File: config.mk
export PLATFORM = sky130hd
export DESIGN_NAME = ioctl_cfg_capture
export DESIGN_NICKNAME = d
export VERILOG_FILES = /design/src/rtl/ioctl_cfg_capture.sv
export SDC_FILE = /design/constraint.sdc
export NUM_CORES = 1
export LEC_CHECK = 0
export CAP_MARGIN = 10
export CORE_AREA = 2 2 224 226
export CTS_BUF_LIST = sky130_fd_sc_hd__clkbuf_8
export DETAILED_ROUTE_END_ITERATION = 6
export DIE_AREA = 0 0 226 228
export PLACE_DENSITY = 0.73
export SYNTH_ARGS = -nofsm -noshare
export SYNTH_HDL_FRONTEND = slang
export SYNTH_SLANG_ARGS = --single-unit
File: constraint.sdc
create_clock -name clk_sys -period 5 [get_ports clk_sys]
set_clock_uncertainty 0.1 [all_clocks]
set_input_delay 0.75 -clock clk_sys [delete_from_list [all_inputs] [get_ports clk_sys]]
set_output_delay 0.75 -clock clk_sys [all_outputs]
set_load 0.03 [all_outputs]
File: src/rtl/ioctl_cfg_capture.sv
// Captures per-channel config bytes from ioctl downloads into a shadow, committing atomically 2 edges after download drops.
// No backpressure: every ioctl write is accepted or silently dropped the cycle it arrives.
module ioctl_cfg_capture #(
    parameter int                  NUM_CH         = 8,
    parameter int                  BYTES_PER_CH   = 8,
    parameter logic [NUM_CH*8-1:0] CH_INDEX       = 64'hFE08070605030201,
    parameter bit                  CLEAR_ON_START = 1'b1
) (
    input  logic                             clk_sys,
    input  logic                             reset,
    input  logic                             ioctl_download,
    input  logic                             ioctl_wr,
    input  logic [24:0]                      ioctl_addr,
    input  logic [7:0]                       ioctl_index,
    input  logic [7:0]                       ioctl_dout,
    output logic [NUM_CH*BYTES_PER_CH*8-1:0] cfg_data,
    output logic [NUM_CH-1:0]                cfg_valid,
    output logic [NUM_CH-1:0]                cfg_update,
    output logic [NUM_CH-1:0]                cfg_overflow,
    output logic                             busy
);

    localparam int CH_W = BYTES_PER_CH * 8;

    localparam logic [1:0] ST_IDLE   = 2'd0;
    localparam logic [1:0] ST_LOAD   = 2'd1;
    localparam logic [1:0] ST_COMMIT = 2'd2;

    logic [1:0]      state;
    logic [3:0]      lat_ch;
    logic [7:0]      lat_idx;
    logic [CH_W-1:0] shadow;
    logic [CH_W-1:0] shadow_nxt;
    logic [CH_W-1:0] init_shadow;
    logic            armed;

    logic            match_hit;
    logic [3:0]      match_ch;
    logic            start_load;
    logic            wr_start;
    logic            wr_load;
    logic            wr_any;
    logic            addr_ok;

    // Descending scan so the lowest matching channel is the one left standing.
    always_comb begin
        match_hit = 1'b0;
        match_ch  = 4'd0;
        for (int c = NUM_CH - 1; c >= 0; c--) begin
            if (ioctl_index == CH_INDEX[c*8 +: 8]) begin
                match_hit = 1'b1;
                match_ch  = 4'(c);
            end
        end
    end

    assign start_load = (state == ST_IDLE) && armed && ioctl_download && match_hit;
    assign wr_start   = start_load && ioctl_wr;
    assign wr_load    = (state == ST_LOAD) && ioctl_wr && ioctl_download && (ioctl_index == lat_idx);
    assign wr_any     = wr_start || wr_load;
    assign addr_ok    = ioctl_addr < 25'(BYTES_PER_CH);

    always_comb begin
        init_shadow = '0;
        if (!CLEAR_ON_START) begin
            for (int c = 0; c < NUM_CH; c++) begin
                if (match_ch == 4'(c)) begin
                    init_shadow = cfg_data[c*CH_W +: CH_W];
                end
            end
        end
    end

    // The write lands on top of the initialised shadow, so a start-edge write wins.
    always_comb begin
        shadow_nxt = start_load ? init_shadow : shadow;
        if (wr_any && addr_ok) begin
            for (int b = 0; b < BYTES_PER_CH; b++) begin
                if (ioctl_addr == 25'(b)) begin
                    shadow_nxt[b*8 +: 8] = ioctl_dout;
                end
            end
        end
    end

    always_ff @(posedge clk_sys) begin
        if (reset) begin
            state        <= ST_IDLE;
            lat_ch       <= 4'd0;
            lat_idx      <= 8'd0;
            shadow       <= '0;
            armed        <= 1'b0;
            cfg_data     <= '0;
            cfg_valid    <= '0;
            cfg_update   <= '0;
            cfg_overflow <= '0;
        end else begin
            cfg_update <= '0;
            shadow     <= shadow_nxt;
            // A download already in progress at reset release must end before we listen.
            if (!ioctl_download) begin
                armed <= 1'b1;
            end
            case (state)
                ST_IDLE: begin
                    if (start_load) begin
                        state   <= ST_LOAD;
                        lat_ch  <= match_ch;
                        lat_idx <= ioctl_index;
                        for (int c = 0; c < NUM_CH; c++) begin
                            if (match_ch == 4'(c)) begin
                                cfg_overflow[c] <= wr_start && !addr_ok;
                            end
                        end
                    end
                end
                ST_LOAD: begin
                    if (wr_load && !addr_ok) begin
                        for (int c = 0; c < NUM_CH; c++) begin
                            if (lat_ch == 4'(c)) begin
                                cfg_overflow[c] <= 1'b1;
                            end
                        end
                    end
                    if (!ioctl_download) begin
                        state <= ST_COMMIT;
                    end
                end
                ST_COMMIT: begin
                    state <= ST_IDLE;
                    for (int c = 0; c < NUM_CH; c++) begin
                        if (lat_ch == 4'(c)) begin
                            cfg_data[c*CH_W +: CH_W] <= shadow;
                            cfg_valid[c]             <= 1'b1;
                            cfg_update[c]            <= 1'b1;
                        end
                    end
                end
                default: begin
                    state <= ST_IDLE;
                end
            endcase
        end
    end

    assign busy = (state == ST_LOAD) || (state == ST_COMMIT);

endmodule

==> out/results.tsv, run 1 <==
metric	value	unit
layout cells sized above 1	0.0611	
Yosys Warn Count	0	
most common cell after layout, fill and taps aside	nand2_1	
num ports	582	
worst slack at placement	923	ps
Max Slew Vio Count	0	
final setup vio count	0	
Core ar.	49300	sq um
max incr delay on CP	670	ps
crit path max fanout	16	
die area	51500	sq um
main flop type after synthesis	dfxtp_1	
final instance area	29700	sq um
min cycle time layout	3460	ps
Chip Height	228	um
Reg area	12300	sq um
final wirelength	81400	um
max_cap viols	0	
first-pass GRT wire length	121000	um
final worst slack	1540	ps
Buf/Inv on CP	1	
worst setup path class	in -> reg	
RSZ-0062 raised after global routing	no	
GPL Wtd Cong	0.958	
highest clock rate	289	MHz
TritonCTS Sinks	614	
pin count of the biggest net entering global routing	199	
multi-input logic area	8420	sq um
synthesized net count	2802	
first drt pass iteration count	5	
drt via density	5.29	
via count	20904	
delay-heaviest family, CP	compound AO/OA/AOI/OAI gates	
CP endpoint kind	register	
Worst VDD drop	0.000242	V
Inst Count DP	3765	
Slew @ Worst Pin	1130	ps
mean area per synthesized cell	7.85	sq um
# DRC	0	
clock root cell	clkbuf_8	
CTS max path bufs	3	
worst hold path type	reg -> reg	
IO Port Bufs	581	
H-Tree Depth	3	
Finished Layout Cells	3948	
area post-placement	27600	sq um
Num CTS Buffers	99	
Hold Vio Cnt, Final	0	
synth unique cells	46	
Post-Syn Instances	2754	
Tot GR Track Use	0.307	
outcome	complete, no violations	
Slew Limit Headroom	0.244	
EDFF count, synth	0	
initial antenna violation count	5	
CP Data Required Time	5410	ps
number of global-route vias before repair	19990	
Post-CTS Setup Bufs	0	
Mapped Area	21600	sq um
register area share after synthesis	0.569	
Area growth syn-to-layout	37.6	%
Critical Path AT	3860	ps
most frequent cells in the layout	nand2_1, dfxtp_1, clkdlybuf4s50_1	
Layout Nets	3242	
CTS-repair resized insts	0	
P_leak	9.64	nW
Row Count	82	
sum of negative setup slack	0	ps
wire per inst	20.6	um
Power Dens Cells	324	nW/um^2
TritonCTS clock tree	built	
Die Width	226	um
CP max-delay cell	clkdlybuf4s50_1	
ANT nets after route	0	
clock slew at reported path FFs	60	ps
fill count	4293	
Async SR Flop Fraction	0	
Hold Buf Count CTS	0	
#FFs+latches synth	614	
startpoint types	primary input	
Clock Latency Late Sink	680	ps
Starting DRT DRC Count	1559	
GRT overflow	0	
initial core utilization	0.438	
crit-path cells	clkdlybuf4s50_1 > nand2_2 > or4_1 > a311oi_4 > o2111ai_1 > nand3_1 > o21ai_0	
period utilisation layout	0.692	
post-detail-place hpwl	51800	um
==> report_power, final <==
part           internal (W)  total, W  switching, W
clock network       0.00257   0.00458       0.00201
registers           0.00489   0.00490    0.00000120
logic             0.0000478  0.000173      0.000125
total               0.00751   0.00965       0.00214
==> routing by layer <==
metal	up-vias	part of all wire	GRT usage
met5	-	0.00014	0
li1	9825	-	-
met3	218	0.087	0.0764
met1	9889	0.39	0.367
met2	970	0.47	0.512
met4	2	0.046	0.151
==> layout make-up <==
type                       instances  area share
multi-input combinational       1870       0.283
sequential                       614       0.413
inverter                           7    0.000884
tap                              672      0.0283
antenna                            4    0.000337
timing repair buffer             602       0.202
clock inverter                    50      0.0120
clock buffer                     129      0.0597
==> path summary, 6_finish.rpt <==
| check | from | to | slack (ps) | cells after the start |
|---|---|---|---|---|
| hold / removal | cfg_data[141] | cfg_data[141] | 350 | 2 |
| setup / recovery | ioctl_index[1] | shadow[1] | 1540 | 7 |
| hold reg to reg | cfg_data[141] | cfg_data[141] | 350 | 2 |
| setup reg to reg | state[1] | cfg_overflow[0] | 1870 | 9 |
==> worst register-to-register path, cell delays in order, from the launching register on <==
cell and delay (ps):
dfxtp_1 330, inv_1 80, ha_1 430, and2_1 230, nand2_1 70, nor4_2 300, buf_4 270, a21oi_1 290
or4_1 560, a221oi_1 350
==> registers in the layout (all words and copies together), names as in the netlist <==
name	count
cfg_update	8
state	2
cfg_data	512
armed	1
lat_ch	3
cfg_valid	8
lat_idx	8
shadow	64
cfg_overflow	8
==> synthesized netlist by cell type, types with 2 or more instances <==
library cell     n  area [sq um]
mux2i_1          2          20.0
o2111ai_1        8          70.1
or4_1            7          52.6
nand2b_1        14          87.6
nand2_1       1053          3950
o21a_1           2          15.0
nand4_1          4          25.0
nor2_1          43           161
a311oi_1         2          17.5
nor4_1           5          31.3
or2_2            2          12.5
a22o_1           3          26.3
inv_1            6          22.5
clkbuf_1       223           837
dfxtp_1        614         12300
nor3_1           5          25.0
o21ai_0         69           345
o31ai_1          6          45.0
a21oi_1        530          2650
xnor2_1          8          70.1
o31a_1           3          26.3
buf_2            4          20.0
ha_1             3          37.5
and2_1           3          18.8
buf_4            2          15.0
nand3_1         73           365
o211ai_1         2          15.0
buf_1           34           128
nor2b_1          7          43.8
==> cell families after synthesis <==
logic type,Yosys count,share of synthesized area
AND/OR/NAND/NOR,1223,0.224
AO/OA/AOI/OAI,633,0.153
flip-flops,614,0.569
buffers and inverters,270,0.0475
XOR/XNOR,9,0.00365
adder cells (fa/ha/maj),3,0.00174
multiplexers,2,0.000926
==> stage by stage <==
stage / util / power (W) / hold slack, ps
after global routing: 0.603 / 0.00993 / 368
after global placement: 0.559 / 0.00517 / 341
final: 0.603 / 0.00965 / 352
after floorplan: - / 0.00510 / 334
after CTS: 0.602 / 0.00970 / 353
after detailed placement: 0.559 / 0.00517 / 346
No activity file was read; power rests on OpenSTA's default activity.
==> inputs of run 2 (changes only) <==
==> constraint.sdc (replaced) <==
create_clock -name clk_sys -period 3.2 [get_ports clk_sys]
set_clock_uncertainty 0.1 [all_clocks]
set_input_delay 0.48 -clock clk_sys [delete_from_list [all_inputs] [get_ports clk_sys]]
set_output_delay 0.48 -clock clk_sys [all_outputs]
set_load 0.03 [all_outputs]
==> run 2 against run 1 <==
Power rose by 52%. Critical path depth rose by 2. Clock power rose by 47%. Critical endpoint is now cfg_overflow[0]. Worst setup slack got worse by 1200 ps. Utilization rose by 0.40 points.
==> out/results.tsv, run 2 (synthesis results as in run 1) <==
metric	value	unit
final setup vio count	0	
worst hold path type	reg -> reg	
most frequent cells in the layout	nand2_1, dfxtp_1, clkdlybuf4s50_1	
multi-input logic area	8420	sq um
num ports	582	
wire per inst	20.7	um
number of global-route vias before repair	20043	
CP endpoint kind	register	
TritonCTS clock tree	built	
post-detail-place hpwl	54000	um
Tot GR Track Use	0.308	
Hold Vio Cnt, Final	0	
most common cell after layout, fill and taps aside	nand2_1	
Reg area	12300	sq um
Worst VDD drop	0.000327	V
drt via density	5.27	
layout cells sized above 1	0.0704	
CP Data Required Time	3690	ps
Seq pwr share	0.522	
clock root cell	clkbuf_8	
min cycle time layout	2870	ps
CTS max path bufs	3	
clock network power share	0.459	
RSZ-0062 raised after global routing	no	
Comb power frac	0.019	
final wirelength	82400	um
period utilisation layout	0.897	
CTS-repair resized insts	0	
highest clock rate	348	MHz
pin count of the biggest net entering global routing	207	
first-pass GRT wire length	121000	um
Num CTS Buffers	99	
via count	21009	
Slew @ Worst Pin	1050	ps
Largest regs	cfg_data (512), shadow (64)	
IO Port Bufs	581	
Chip Height	228	um
startpoint types	register	
Fin Hold WS	351	ps
Row Count	82	
fill count	4299	
first drt pass iteration count	5	
Pint	0.0113	W
max reg flops	512	
clock slew at reported path FFs	60	ps
worst setup path class	reg -> reg	
initial core utilization	0.438	
P_leak	9.77	nW
TritonCTS Sinks	614	
Top reg by flops	cfg_data	
Clock Latency Late Sink	690	ps
crit path max fanout	14	
Net Sw Power	0.00335	W
Hold Buf Count CTS	1	
Starting DRT DRC Count	1683	
GPL Wtd Cong	0.884	
GRT overflow	0	
H-Tree Depth	3	
Critical Path AT	3360	ps
Area growth syn-to-layout	38.6	%
Layout Nets	3281	
initial antenna violation count	6	
outcome	complete, no violations	
ANT nets after route	0	
Sw Share	0.228	
Pwr Total	0.0147	W
Core ar.	49300	sq um
max_cap viols	0	
Die Width	226	um
# DRC	0	
Post-CTS Setup Bufs	0	
Max Slew Vio Count	0	
Power Dens Cells	490	nW/um^2
Slew Limit Headroom	0.301	
die area	51500	sq um
==> run 2: routing by layer <==
metal,vias up,GRT usage,part of all wire
li1,9879,-,-
met1,9991,0.371,0.40
met2,950,0.510,0.47
met3,189,0.0805,0.090
met4,0,0.147,0.041
met5,-,0,0
==> run 2: area by class of cell <==
| cell class | instances | area share |
|---|---|---|
| Sequential cell | 614 | 0.411 |
| Clock buffer | 125 | 0.0575 |
| Tap cell | 672 | 0.0281 |
| Antenna cell | 6 | 0.000502 |
| Multi-Input combinational cell | 1870 | 0.281 |
| Clock inverter | 51 | 0.00873 |
| Timing Repair Buffer | 641 | 0.212 |
| Inverter | 7 | 0.000878 |
==> run 2: critical path, stage by stage (launching register included) <==
cell and delay (ps):
dfxtp_1 330, inv_1 90, ha_1 410, and2_1 230, nand2_1 70, nor4_2 450
a21oi_1 120, buf_4 200, or4_1 480, a221oi_1 300
==> run 2: worst paths after layout <==
path            startpoint              end  slack (ps)  cells past startpoint
max               state[1]  cfg_overflow[0]         330                      9
min          cfg_data[229]    cfg_data[229]         350                      2
max reg2reg       state[1]  cfg_overflow[0]         330                      9
min reg2reg  cfg_data[229]    cfg_data[229]         350                      2
==> run 2: metrics by stage <==
stage	std cells	TNS [ps]	util	worst slack (ps)	instance area, sq um
2_1_floorplan	2754	0	-	613	21600
3_3_place_gp	3803	-150	0.566	-21.3	27900
3_5_place_dp	3803	-981	0.566	-117	27900
4_1_cts	3980	0	0.606	380	29900
5_1_grt	3985	0	0.607	143	29900
6_report	3986	0	0.607	329	29900
==> run 2: power by group through the flow <==
stage | clock network (W) | registers (W) | logic, W
6_report | 0.00673 | 0.00765 | 0.000284
5_1_grt | 0.00716 | 0.00764 | 0.000301
4_1_cts | 0.00682 | 0.00765 | 0.000279
3_5_place_dp | 0 | 0.00782 | 0.000277
3_3_place_gp | 0 | 0.00782 | 0.000274
2_1_floorplan | 0 | 0.00782 | 0.000152
